$ cat config.mk
export PLATFORM = sky130hd
export DESIGN_NAME = auth_sequencer
export DESIGN_NICKNAME = d
export VERILOG_FILES = /design/src/rtl/auth_sequencer_pkg.sv /design/src/rtl/auth_sequencer_timer.sv /design/src/rtl/auth_sequencer.sv
export SDC_FILE = /design/constraint.sdc
export NUM_CORES = 1
export LEC_CHECK = 0
export CAP_MARGIN = 15
export CORE_MARGIN = 3
export CORE_UTILIZATION = 54
export CTS_CLUSTER_DIAMETER = 200
export DETAILED_ROUTE_END_ITERATION = 6
export GPL_TIMING_DRIVEN = 0
export PLACE_DENSITY = 0.76
export SKIP_CTS_REPAIR_TIMING = 1
export SYNTH_ARGS = -nofsm -noshare
export SYNTH_HDL_FRONTEND = slang
export SYNTH_HIERARCHICAL = 1
export SYNTH_SLANG_ARGS = --single-unit
$ cat constraint.sdc
create_clock -name clk -period 4.7 [get_ports clk]
set_input_delay 0.94 -clock clk [delete_from_list [all_inputs] [get_ports clk]]
set_output_delay 0.94 -clock clk [all_outputs]
set_load 0.005 [all_outputs]
$ cat src/rtl/auth_sequencer_pkg.sv
// Shared encodings for the authentication sequencer: one-hot states,
// initiator request codes and firmware-visible failure codes.
package auth_sequencer_pkg;

  localparam int SIZE_OF_STATES_SEQ = 9;

  typedef enum logic [SIZE_OF_STATES_SEQ-1:0] {
    ST_IDLE      = 9'b0_0000_0001,
    ST_DIG_REQ   = 9'b0_0000_0010,
    ST_DIG_WAIT  = 9'b0_0000_0100,
    ST_CERT_REQ  = 9'b0_0000_1000,
    ST_CERT_WAIT = 9'b0_0001_0000,
    ST_CHAL_REQ  = 9'b0_0010_0000,
    ST_CHAL_WAIT = 9'b0_0100_0000,
    ST_DONE      = 9'b0_1000_0000,
    ST_FAIL      = 9'b1_0000_0000
  } state_e;

  localparam logic [1:0] REQ_NONE        = 2'd0;
  localparam logic [1:0] REQ_CHALLENGE   = 2'd1;
  localparam logic [1:0] REQ_DIGESTS     = 2'd2;
  localparam logic [1:0] REQ_CERTIFICATE = 2'd3;

  localparam logic [1:0] FAIL_NONE    = 2'b00;
  localparam logic [1:0] FAIL_TIMEOUT = 2'b01;
  localparam logic [1:0] FAIL_CERT    = 2'b10;
  localparam logic [1:0] FAIL_SLOT    = 2'b11;

  function automatic logic [1:0] req_type_of(input state_e s);
    case (s)
      ST_DIG_REQ,  ST_DIG_WAIT:  return REQ_DIGESTS;
      ST_CERT_REQ, ST_CERT_WAIT: return REQ_CERTIFICATE;
      ST_CHAL_REQ, ST_CHAL_WAIT: return REQ_CHALLENGE;
      default:                   return REQ_NONE;
    endcase
  endfunction

  // Request state of the phase that s belongs to (retry re-entry point).
  function automatic state_e req_state_of(input state_e s);
    case (s)
      ST_DIG_REQ,  ST_DIG_WAIT:  return ST_DIG_REQ;
      ST_CERT_REQ, ST_CERT_WAIT: return ST_CERT_REQ;
      ST_CHAL_REQ, ST_CHAL_WAIT: return ST_CHAL_REQ;
      default:                   return ST_IDLE;
    endcase
  endfunction

  function automatic state_e wait_state_of(input state_e s);
    case (s)
      ST_DIG_REQ:  return ST_DIG_WAIT;
      ST_CERT_REQ: return ST_CERT_WAIT;
      ST_CHAL_REQ: return ST_CHAL_WAIT;
      default:     return ST_IDLE;
    endcase
  endfunction

endpackage

$ cat src/rtl/auth_sequencer_timer.sv
// Responder answer timer: 32-bit down counter that saturates at zero.
module auth_timeout_timer (
  input  logic        clk,
  input  logic        reset,
  input  logic        load,
  input  logic [31:0] value,
  input  logic        enable,
  output logic        expired
);

  logic [31:0] count_q;

  always_ff @(posedge clk) begin
    if (reset) begin
      count_q <= '0;
    end else if (load) begin
      count_q <= value;
    end else if (enable && (count_q != 32'd0)) begin
      count_q <= count_q - 32'd1;
    end
  end

  assign expired = (count_q == 32'd0);

endmodule

$ cat src/rtl/auth_sequencer.sv
// Authentication pass scheduler: DIGESTS -> CERTIFICATE -> CHALLENGE with
// per-phase timeout/busy retries and held pass/fail status.
module auth_sequencer
  import auth_sequencer_pkg::*;
#(
  parameter int MAX_RETRIES = 2
) (
  input  logic        clk,
  input  logic        reset,
  input  logic        start,
  input  logic [1:0]  slot_sel,
  input  logic        init_ack_out,
  input  logic        resp_valid,
  input  logic        cert_done,
  input  logic        cert_failed,
  input  logic        busy,
  input  logic [31:0] current_timeout,
  output logic        init_req,
  output logic [1:0]  type_of_request,
  output logic [1:0]  slot,
  output logic        init_ack_in,
  output logic        auth_done,
  output logic        auth_failed,
  output logic [1:0]  fail_code,
  output logic [1:0]  retry_count
);

  localparam logic [1:0] MAX_RETRIES_L = 2'(MAX_RETRIES);

  state_e     state_q, state_d;
  logic [1:0] retry_q, retry_d;
  logic [1:0] fail_q, fail_d;
  logic [1:0] slot_q, slot_d;
  logic       gap_q, gap_d;
  logic       first_q, first_d;
  logic       done_q, done_d;
  logic       failed_q, failed_d;

  logic       init_req_q;
  logic [1:0] type_q;
  logic [1:0] slot_out_q;
  logic       ack_in_q;

  logic       is_req, is_wait;
  logic       timer_load, timer_en, timer_expired;
  logic       expiry_hit, do_retry;

  assign is_req  = state_q inside {ST_DIG_REQ, ST_CERT_REQ, ST_CHAL_REQ};
  assign is_wait = state_q inside {ST_DIG_WAIT, ST_CERT_WAIT, ST_CHAL_WAIT};

  // The timer loads on the ack cycle, so expiry is only meaningful afterwards.
  assign timer_load = is_wait && first_q;
  assign timer_en   = is_wait && !first_q;
  assign expiry_hit = is_wait && !first_q && timer_expired;

  auth_timeout_timer u_timer (
    .clk     (clk),
    .reset   (reset),
    .load    (timer_load),
    .value   (current_timeout),
    .enable  (timer_en),
    .expired (timer_expired)
  );

  always_comb begin
    state_d  = state_q;
    retry_d  = retry_q;
    fail_d   = fail_q;
    slot_d   = slot_q;
    gap_d    = 1'b0;
    first_d  = 1'b0;
    done_d   = done_q;
    failed_d = failed_q;
    do_retry = 1'b0;

    case (state_q)
      ST_IDLE, ST_DONE, ST_FAIL: begin
        if (start) begin
          done_d = 1'b0;
          if (slot_sel == 2'b11) begin
            state_d  = ST_FAIL;
            fail_d   = FAIL_SLOT;
            failed_d = 1'b1;
          end else begin
            state_d  = ST_DIG_REQ;
            fail_d   = FAIL_NONE;
            failed_d = 1'b0;
            retry_d  = '0;
            slot_d   = slot_sel;
          end
        end
      end
      ST_DIG_REQ, ST_CERT_REQ, ST_CHAL_REQ: begin
        if ((state_q == ST_CERT_REQ) && cert_failed) begin
          state_d  = ST_FAIL;
          fail_d   = FAIL_CERT;
          failed_d = 1'b1;
        end else if (!gap_q) begin
          if (init_ack_out) begin
            state_d = wait_state_of(state_q);
            first_d = 1'b1;
          end else if (busy) begin
            do_retry = 1'b1;
          end
        end
      end
      ST_DIG_WAIT: begin
        if (resp_valid) begin
          state_d = ST_CERT_REQ;
          retry_d = '0;
        end else if (busy || expiry_hit) begin
          do_retry = 1'b1;
        end
      end
      ST_CERT_WAIT: begin
        if (cert_failed) begin
          state_d  = ST_FAIL;
          fail_d   = FAIL_CERT;
          failed_d = 1'b1;
        end else if (cert_done) begin
          state_d = ST_CHAL_REQ;
          retry_d = '0;
        end else if (busy || expiry_hit) begin
          do_retry = 1'b1;
        end
      end
      ST_CHAL_WAIT: begin
        if (resp_valid) begin
          state_d = ST_DONE;
          retry_d = '0;
          done_d  = 1'b1;
        end else if (busy || expiry_hit) begin
          do_retry = 1'b1;
        end
      end
      default: state_d = ST_IDLE;
    endcase

    // Retry re-enters the phase's request state with init_req held low one cycle.
    if (do_retry) begin
      if (retry_q < MAX_RETRIES_L) begin
        state_d = req_state_of(state_q);
        gap_d   = 1'b1;
        retry_d = retry_q + 2'd1;
      end else begin
        state_d  = ST_FAIL;
        fail_d   = FAIL_TIMEOUT;
        failed_d = 1'b1;
      end
    end
  end

  always_ff @(posedge clk) begin
    if (reset) begin
      state_q  <= ST_IDLE;
      retry_q  <= '0;
      fail_q   <= FAIL_NONE;
      slot_q   <= '0;
      gap_q    <= 1'b0;
      first_q  <= 1'b0;
      done_q   <= 1'b0;
      failed_q <= 1'b0;
    end else begin
      state_q  <= state_d;
      retry_q  <= retry_d;
      fail_q   <= fail_d;
      slot_q   <= slot_d;
      gap_q    <= gap_d;
      first_q  <= first_d;
      done_q   <= done_d;
      failed_q <= failed_d;
    end
  end

  // Initiator-facing handshake outputs follow the current state one cycle later.
  always_ff @(posedge clk) begin
    if (reset) begin
      init_req_q <= 1'b0;
      type_q     <= REQ_NONE;
      slot_out_q <= '0;
      ack_in_q   <= 1'b0;
    end else begin
      init_req_q <= is_req && !gap_q;
      type_q     <= req_type_of(state_q);
      slot_out_q <= (state_q inside {ST_CERT_REQ, ST_CERT_WAIT, ST_CHAL_REQ, ST_CHAL_WAIT})
                    ? slot_q : 2'b00;
      ack_in_q   <= is_wait && first_q;
    end
  end

  assign init_req        = init_req_q;
  assign type_of_request = type_q;
  assign slot            = slot_out_q;
  assign init_ack_in     = ack_in_q;
  assign auth_done       = done_q;
  assign auth_failed     = failed_q;
  assign fail_code       = fail_q;
  assign retry_count     = retry_q;

endmodule

==> metrics.txt, run 1 <==
status=finished clean; Critical path buffers and inverters=1; area grow syn2layout=22.5%; drt drc=0; Worst Tran Pin Value=about 720 ps; dpl cell area=0.00411 mm2; crit end category=flip-flop; final wirelength=~9500 um; post-synth cell types=72; initial antenna violation count=0; Final Hold Viols=0; Crit. Startpoint=state_q[7]; Hold Path Class=flip-flop to flip-flop; Peak VDD IR=between 0.2 and 0.3 mV; syn_nets=458; Worst-path clk slew=70 ps; CTS buffer count=9; grt ovf=0; final non-filler cell total=between 500 and 600; clk_skew=about 7.3 ps; clock tree buffer depth=2; gp weighted congestion=0.921; synth warn=6; Reg-to-Reg End=u_timer/count_q[19]; R2R Setup Slk=800 ps; CP max stage delay=610 ps; worst skew pair latency=330 ps; CTS tree=done; I/O pin cnt=54; pwr dens=304 mW/mm2; final-layout fill cell count=504; Post-Syn Area per Cell=about 8.4 um2; critical path's slowest cell=or4_4; CORE AREA=0.00610 mm2; Overall Power=1.30 mW; Post-synth EDFFs=0; Seq/Total Area, Yosys=between 30% and 40%; crit-path max FO=8; critical path data required time=around 4900 ps; top_reg_cell synth=dfxtp_1; Routed Antenna Nets=0; post-route setup slack=802 ps; crit share post-route=82.9%; cell family with most CP delay=simple AND/OR/NAND/NOR gates; Peak Freq=0.257 GHz; die height=between 80 and 90 um; DP HPWL=7120 um; CTS sink count=57; FF/Latch Area=0.00114 mm2; # H-tree levels=3; Setup crit start kind=flip-flop; Initial Util=57.3%; ANT cells=0; RSZ-0062 raised after global routing=false; layout cells sized above 1=11.4%; Die W=~86 um; wire per inst=17.0 um; maximum number of pins on one net before global-route repair=12; Post-Place Cells=542; Port-buffer cells=52; setup tns final=0 ps; final setup vio count=0; R2R Path Start=state_q[7]; row count=28; hold_sp=fail_code[0]; Max-Cap Viols=0; Pre-Repair DR Iteration Count=5; WHS Endpoint=fail_code[0]; Tmin final=3900 ps; WHS=457 ps; R2R cell count=9; worst slack at placement=900 ps; first-pass GRT wire length=roughly 16000 um; final net count=521; vias per inst=approximately 6.3; Syn Inst Count=415; relative slew slack=51.7%; Layout Utilization=70.2%; initial DRC count=296; multi-input logic area=between 0.002 and 0.0025 mm2; ys async rst share=0%; Arr. time, crit path=4140 ps; Post-Syn Area=0.00349 mm2; WHS Path Cells=2; Die Footprint=roughly 0.0075 mm2; leak pwr=1.52 nW; GRT Util Overall=26.3%; Cell Chain, Critical Path=or4_4 > nor4_1 > inv_1 > a211o_1 > nor2_1 > nand2_1 > a311o_1 > or4_1 > a311oi_1; DR vias=3514; final slew viol count=0; synthesized flop and latch total=between 50 and 60; fin area=0.00428 mm2; clock root cell=clkbuf_8; CP Class=flip-flop to flip-flop; vias in the first global route=3201
## power by group
| group | internal, mW | switching, mW |
|---|---|---|
| logic | 0.170 | 0.198 |
| clock network | 0.189 | 0.211 |
| registers | 0.506 | 0.0246 |
## cells in the mapped netlist (all sizes together) (12+ instances only)
cell / number / area share (%)
inv: 12 / 1.3
nor2: 51 / 5.7
dfxtp: 57 / 33
clkbuf: 16 / 1.8
or3: 15 / 3.0
o31ai: 12 / 3.0
a21oi: 16 / 2.3
nand2: 27 / 3.1
o21ai: 14 / 2.0
a311oi: 19 / 5.8
nor3: 22 / 3.2
## logic make-up after synthesis
logic type                 share of synthesized area [%]
xor gates and xnor gates                            3.01
adders and majority gates                          0.358
DFF                                                 32.7
buffers and inverters                               4.84
AOI/OAI and AO/OA                                   26.0
and+or+nand+nor                                     32.5
muxes                                              0.609
## placed cells by master (no fill, tap or decap), types with 3 or more instances in the layout
cell type / n
nand3_1: 4
a31oi_1: 6
dfxtp_1: 57
xnor2_1: 7
nor4_1: 6
a2111oi_0: 3
clkbuf_8: 9
or2_2: 3
a21boi_0: 3
clkdlybuf4s50_1: 52
o31a_1: 3
nand2_1: 26
o21ai_1: 5
o22ai_1: 3
o21a_1: 3
nor3_1: 22
nor2_1: 50
clkinv_2: 3
inv_1: 11
xor2_1: 5
clkinvlp_4: 3
a211oi_1: 11
clkbuf_1: 15
and2_1: 5
and3_1: 5
nand2b_1: 8
o21ai_0: 9
nand4_1: 5
nor3b_1: 4
nand3b_1: 4
a311oi_1: 13
nor4_4: 3
a21oi_1: 16
o31ai_1: 11
nand4b_1: 3
buf_2: 8
or4_1: 9
nor2b_1: 5
a311oi_2: 6
or3_1: 13
## worst max-delay path by stage
| stage | endpoint | slack (ps) | cells after the start |
|---|---|---|---|
| 6_report | u_timer/count_q[19] | 800 | 9 |
| 5_1_grt | u_timer/count_q[19] | 650 | 9 |
| 4_1_cts | u_timer/count_q[19] | 860 | 9 |
| 3_5_place_dp | u_timer/count_q[19] | 900 | 9 |
| 3_3_place_gp | u_timer/count_q[19] | 880 | 9 |
| 2_1_floorplan | u_timer/count_q[19] | 1440 | 9 |
## sequential cells by signal (all words and copies together) (netlist names), 2 cells and up
| register | count |
|---|---|
| fail_code | 2 |
| retry_count | 2 |
| slot | 2 |
| slot_q | 2 |
| state_q | 9 |
| type_of_request | 2 |
| u_timer/count_q | 32 |
## worst min-delay path, delay by kind of cell (launching register included)
family | cells | cell delay, ps
AO/OA/AOI/OAI | 1 | 50
flip-flops | 1 | 310
AND/OR/NAND/NOR | 1 | 50
## metal layers
metal  part of all wire [%]  up-vias  track usage, %
met1                     48     1633            38.9
li1                       -     1714               -
met2                     42      151            38.5
met5                      0        -               0
met4                    1.3        0            8.07
met3                    7.8       16            5.32
## layout make-up
| cell class | count | area share [%] |
|---|---|---|
| clock buffers | 9 | 2.90 |
| well taps | 75 | 2.19 |
| repair buffers | 52 | 12.2 |
| flip-flops and latches | 57 | 26.7 |
| clock inverters | 7 | 1.08 |
| multi-input cells | 320 | 51.0 |
| plain buffers | 26 | 2.90 |
| inverters | 12 | 1.05 |
(Power assumes the default switching activity.)
==> inputs of run 2 (changes only) <==
Settings changed: CORE_UTILIZATION 54 to 49, PLACE_DENSITY 0.76 to 0.73.
Clock period 4.7 ns to 3.1 ns, I/O delays scaled along.
==> metrics.txt, run 2 (same netlist as run 1, synthesis figures left out) <==
CTS tree=done; layout cells sized above 1=15.0%; setup tns final=0 ps; CP Class=flip-flop to flip-flop; DP HPWL=6860 um; GRT Util Overall=22.9%; vias in the first global route=3216; commonest cells after routing, fill and taps aside=dfxtp_1, clkdlybuf4s50_1, nor2_1, nand2_1, nor3_1; final slew viol count=0; RSZ-0062 raised after global routing=true; relative slew slack=52.9%; final net count=526; CTS buffer count=9; Hold Path Class=flip-flop to flip-flop; Pre-Repair DR Iteration Count=5; CTS sink count=57; crit end category=flip-flop; Critical path buffers and inverters=1; worst skew pair latency=330 ps; Worst-path clk slew=70 ps; Final Hold Viols=0; row count=30; leak pwr=1.58 nW; largest register by flop count=u_timer/count_q; commonest non-fill, non-tap cell in the layout=dfxtp_1; Initial Util=50.8%; Overall Power=about 2.1 mW; maximum number of pins on one net before global-route repair=11; wire per inst=roughly 16 um; critical path's slowest cell=or4_4; Die W=90.4 um; clk_skew=7.37 ps; initial antenna violation count=0; status=finished clean; critical path data required time=3340 ps; FF/Latch Area=0.00114 mm2; first-pass GRT wire length=15400 um; multi-input logic area=between 0.002 and 0.0025 mm2; Largest regs=u_timer/count_q (32), state_q (9); clock tree buffer depth=2; Layout Utilization=64.8%; final-layout fill cell count=606; Max-Cap Viols=0; pwr dens=475 mW/mm2; Worst Tran Pin Value=706 ps; Die Footprint=0.00818 mm2; initial DRC count=208; final wirelength=9510 um; grt ovf=0; ANT cells=0; die height=90.4 um; Cell Chain, Critical Path=or4_4 > nor4_4 > inv_1 > a211o_1 > nor2_4 > nand2_4 > a311o_2 > or4_1 > a311oi_2; Tmin final=2990 ps; Port-buffer cells=52; cell family with most CP delay=simple AND/OR/NAND/NOR gates; Arr. time, crit path=3230 ps; Routed Antenna Nets=0; WHS=459 ps; Setup crit start kind=flip-flop; Peak VDD IR=0.272 mV; worst slack at placement=-312 ps; area grow syn2layout=27.4%; final setup vio count=0; crit share post-route=96.5%; I/O pin cnt=54; crit-path max FO=8; DR vias=~3500; # H-tree levels=3; drt drc=0; CORE AREA=0.00687 mm2; max reg flops=32; gp weighted congestion=0.948; clock root cell=clkbuf_8; CP max stage delay=between 500 and 600 ps; vias per inst=around 6; Peak Freq=0.334 GHz; post-route setup slack=110 ps
==> run 2: worst min-delay path, stage by stage (launching register included) <==
cell and delay [ps]:
dfxtp_1 310, nand2_1 60, a21oi_1 50
==> run 2: power breakdown <==
part	internal [mW]	switching, mW
sequential	0.769	0.0402
clock	0.412	0.302
combinational	0.276	0.315
==> run 2: through the flow <==
stage,instance area (um2),cells
after floorplan,3500,415
after global placement,4140,563
after detailed placement,4140,563
after CTS,4350,579
after global routing,4450,584
final,4450,584
==> run 2: cell type report <==
class / count / area share (%)
Inverter: 12 / 1.01
Clock buffer: 11 / 3.40
Sequential cell: 57 / 25.7
Tap cell: 96 / 2.70
Clock inverter: 5 / 1.21
Multi-Input combinational cell: 320 / 50.6
Timing Repair Buffer: 57 / 12.5
Buffer: 26 / 2.84
==> run 2: routing by layer <==
metal | track usage (%) | routed length [um] | vias up
met1 | 32.1 | 4530 | 1656
met5 | 0 | 0 | -
li1 | - | - | 1723
met4 | 7.27 | 122 | 0
met2 | 34.5 | 4120 | 142
met3 | 5.67 | 737 | 15
==> run 2: path summary, 6_finish.rpt <==
| check | from | to | slack, ps | cells after the start |
|---|---|---|---|---|
| worst max-delay path | state_q[0] | u_timer/count_q[19] | 110 | 9 |
| worst min-delay path | auth_done | auth_done | 460 | 2 |
| worst max register to register | state_q[0] | u_timer/count_q[19] | 110 | 9 |
| worst min register to register | auth_done | auth_done | 460 | 2 |
==> inputs of run 3 (changes only) <==
Settings changed: GPL_TIMING_DRIVEN 0 to default, SETUP_SLACK_MARGIN from default to 0.5, SKIP_CTS_REPAIR_TIMING 1 to default.
==> metrics.txt, run 3 (same netlist as run 1, synthesis figures left out) <==
status=finished clean; R2R Setup Slk=250 ps; crit-path max FO=7; drt drc=0; DR vias=3685; clock root cell=clkbuf_8; Largest regs=u_timer/count_q (32), state_q (9); WHS Endpoint=auth_done; die height=90.4 um; final wirelength=10400 um; Overall Power=2.33 mW; RSZ-0062 raised after global routing=true; clock tree buffer depth=2; Hold Path Class=flip-flop to flip-flop; max reg flops=32; commonest cells after routing, fill and taps aside=dfxtp_1, clkdlybuf4s50_1, nor2_1, buf_4, nand2_1; wire per inst=17.2 um; CTS tree=done; Routed Antenna Nets=0; vias per inst=between 6 and 7; leak pwr=1.77 nW; DP HPWL=6600 um; relative slew slack=49.6%; Pre-Repair DR Iteration Count=5; crit end category=flip-flop; pwr dens=475 mW/mm2; # H-tree levels=3; clk_skew=~10 ps; Arr. time, crit path=just over 3000 ps; gp weighted congestion=0.910; initial DRC count=332; CTS sink count=57; Peak VDD IR=0.350 mV; setup tns final=0 ps; Port-buffer cells=53; maximum number of pins on one net before global-route repair=31; final net count=546; Reg-to-Reg End=u_timer/count_q[26]; area grow syn2layout=40.7%; worst skew pair latency=360 ps; initial antenna violation count=0; I/O pin cnt=54; CP Class=flip-flop to flip-flop; row count=30; Worst-path clk slew=roughly 70 ps; crit share post-route=91.9%; final setup vio count=0; Die Footprint=0.00818 mm2; commonest non-fill, non-tap cell in the layout=dfxtp_1; R2R cell count=9; R2R Path Start=state_q[7]; ANT cells=0; Tmin final=between 2000 and 3000 ps; largest register by flop count=u_timer/count_q; first-pass GRT wire length=16400 um; critical path data required time=roughly 3400 ps; Peak Freq=about 0.35 GHz; CTS buffer count=9; Initial Util=50.8%; Max-Cap Viols=0; final-layout fill cell count=518; Worst Tran Pin Value=750 ps; final slew viol count=0; hold_sp=auth_done; CORE AREA=0.00687 mm2; Die W=90.4 um; layout cells sized above 1=24.6%; Final Hold Viols=0; grt ovf=0; vias in the first global route=3410; WHS Path Cells=2; WHS=468 ps; Setup crit start kind=flip-flop; GRT Util Overall=24.6%
[run 3: cell types whose count changed in the layout (fill, tap and decap cells not counted), moves of 3 or more]
| cell | change |
|---|---|
| clkbuf_1 | -14 |
| o31ai_4 | +3 |
| clkinv_2 | -3 |
| buf_4 | +38 |
| buf_2 | -6 |
[run 3: area by class of cell]
class	count	area, um2	area share [%]
clock buffers	12	155	3.16
flip-flops and latches	57	1150	23.4
inverters	12	45.0	0.917
well taps	96	120	2.45
repair buffers	101	913	18.6
multi-input cells	322	2430	49.5
clock inverters	4	98.8	2.01
[run 3: how the worst max path moves through the flow]
stage	from	endpoint	slack, ps	cells past startpoint
finish	state_q[7]	u_timer/count_q[26]	250	9
global route	state_q[7]	u_timer/count_q[19]	200	9
CTS	state_q[7]	u_timer/count_q[19]	290	9
detailed placement	state_q[7]	u_timer/count_q[18]	200	9
global placement	state_q[0]	u_timer/count_q[18]	200	9
floorplan	state_q[0]	u_timer/count_q[26]	290	9
[run 3: where the power goes]
part           switching, mW  total (mW)  internal, mW
combinational          0.326       0.632         0.305
sequential            0.0351       0.803         0.768
clock                  0.319       0.899         0.580
total                  0.681        2.33          1.65
[run 3: critical path, stage by stage (launching register included)]
cell	delay, ps
dfxtp_4	350
or4_4	560
nor4_4	180
inv_1	60
a211o_1	340
nor2_4	120
nand2_4	80
or3_4	360
or4_4	420
a311oi_2	280
[run 3: metrics by stage]
stage	area, um2	util (%)	instances	setup WS, ps
2_1_floorplan	3530	-	415	295
3_3_place_gp	4220	61.4	560	199
3_5_place_dp	4220	61.4	560	196
4_1_cts	4740	69.0	598	285
5_1_grt	4910	71.5	604	198
6_report	4910	71.5	604	251
[run 3: timing repair]
action	CTS	global route
setup buffers	20	6
pin swaps	13	22
endpoints found under the setup margin	29	44
resized for setup	17	24
hold buffers	0	0
cloned	2	0
[run 3: layer usage]
layer | global-route usage [%] | part of all wire, % | vias to the layer above
met5 | 0 | 0 | -
met4 | 10.7 | 1.8 | 0
met3 | 5.92 | 6.1 | 19
met2 | 39.8 | 47 | 133
met1 | 31.1 | 45 | 1768
li1 | - | - | 1765
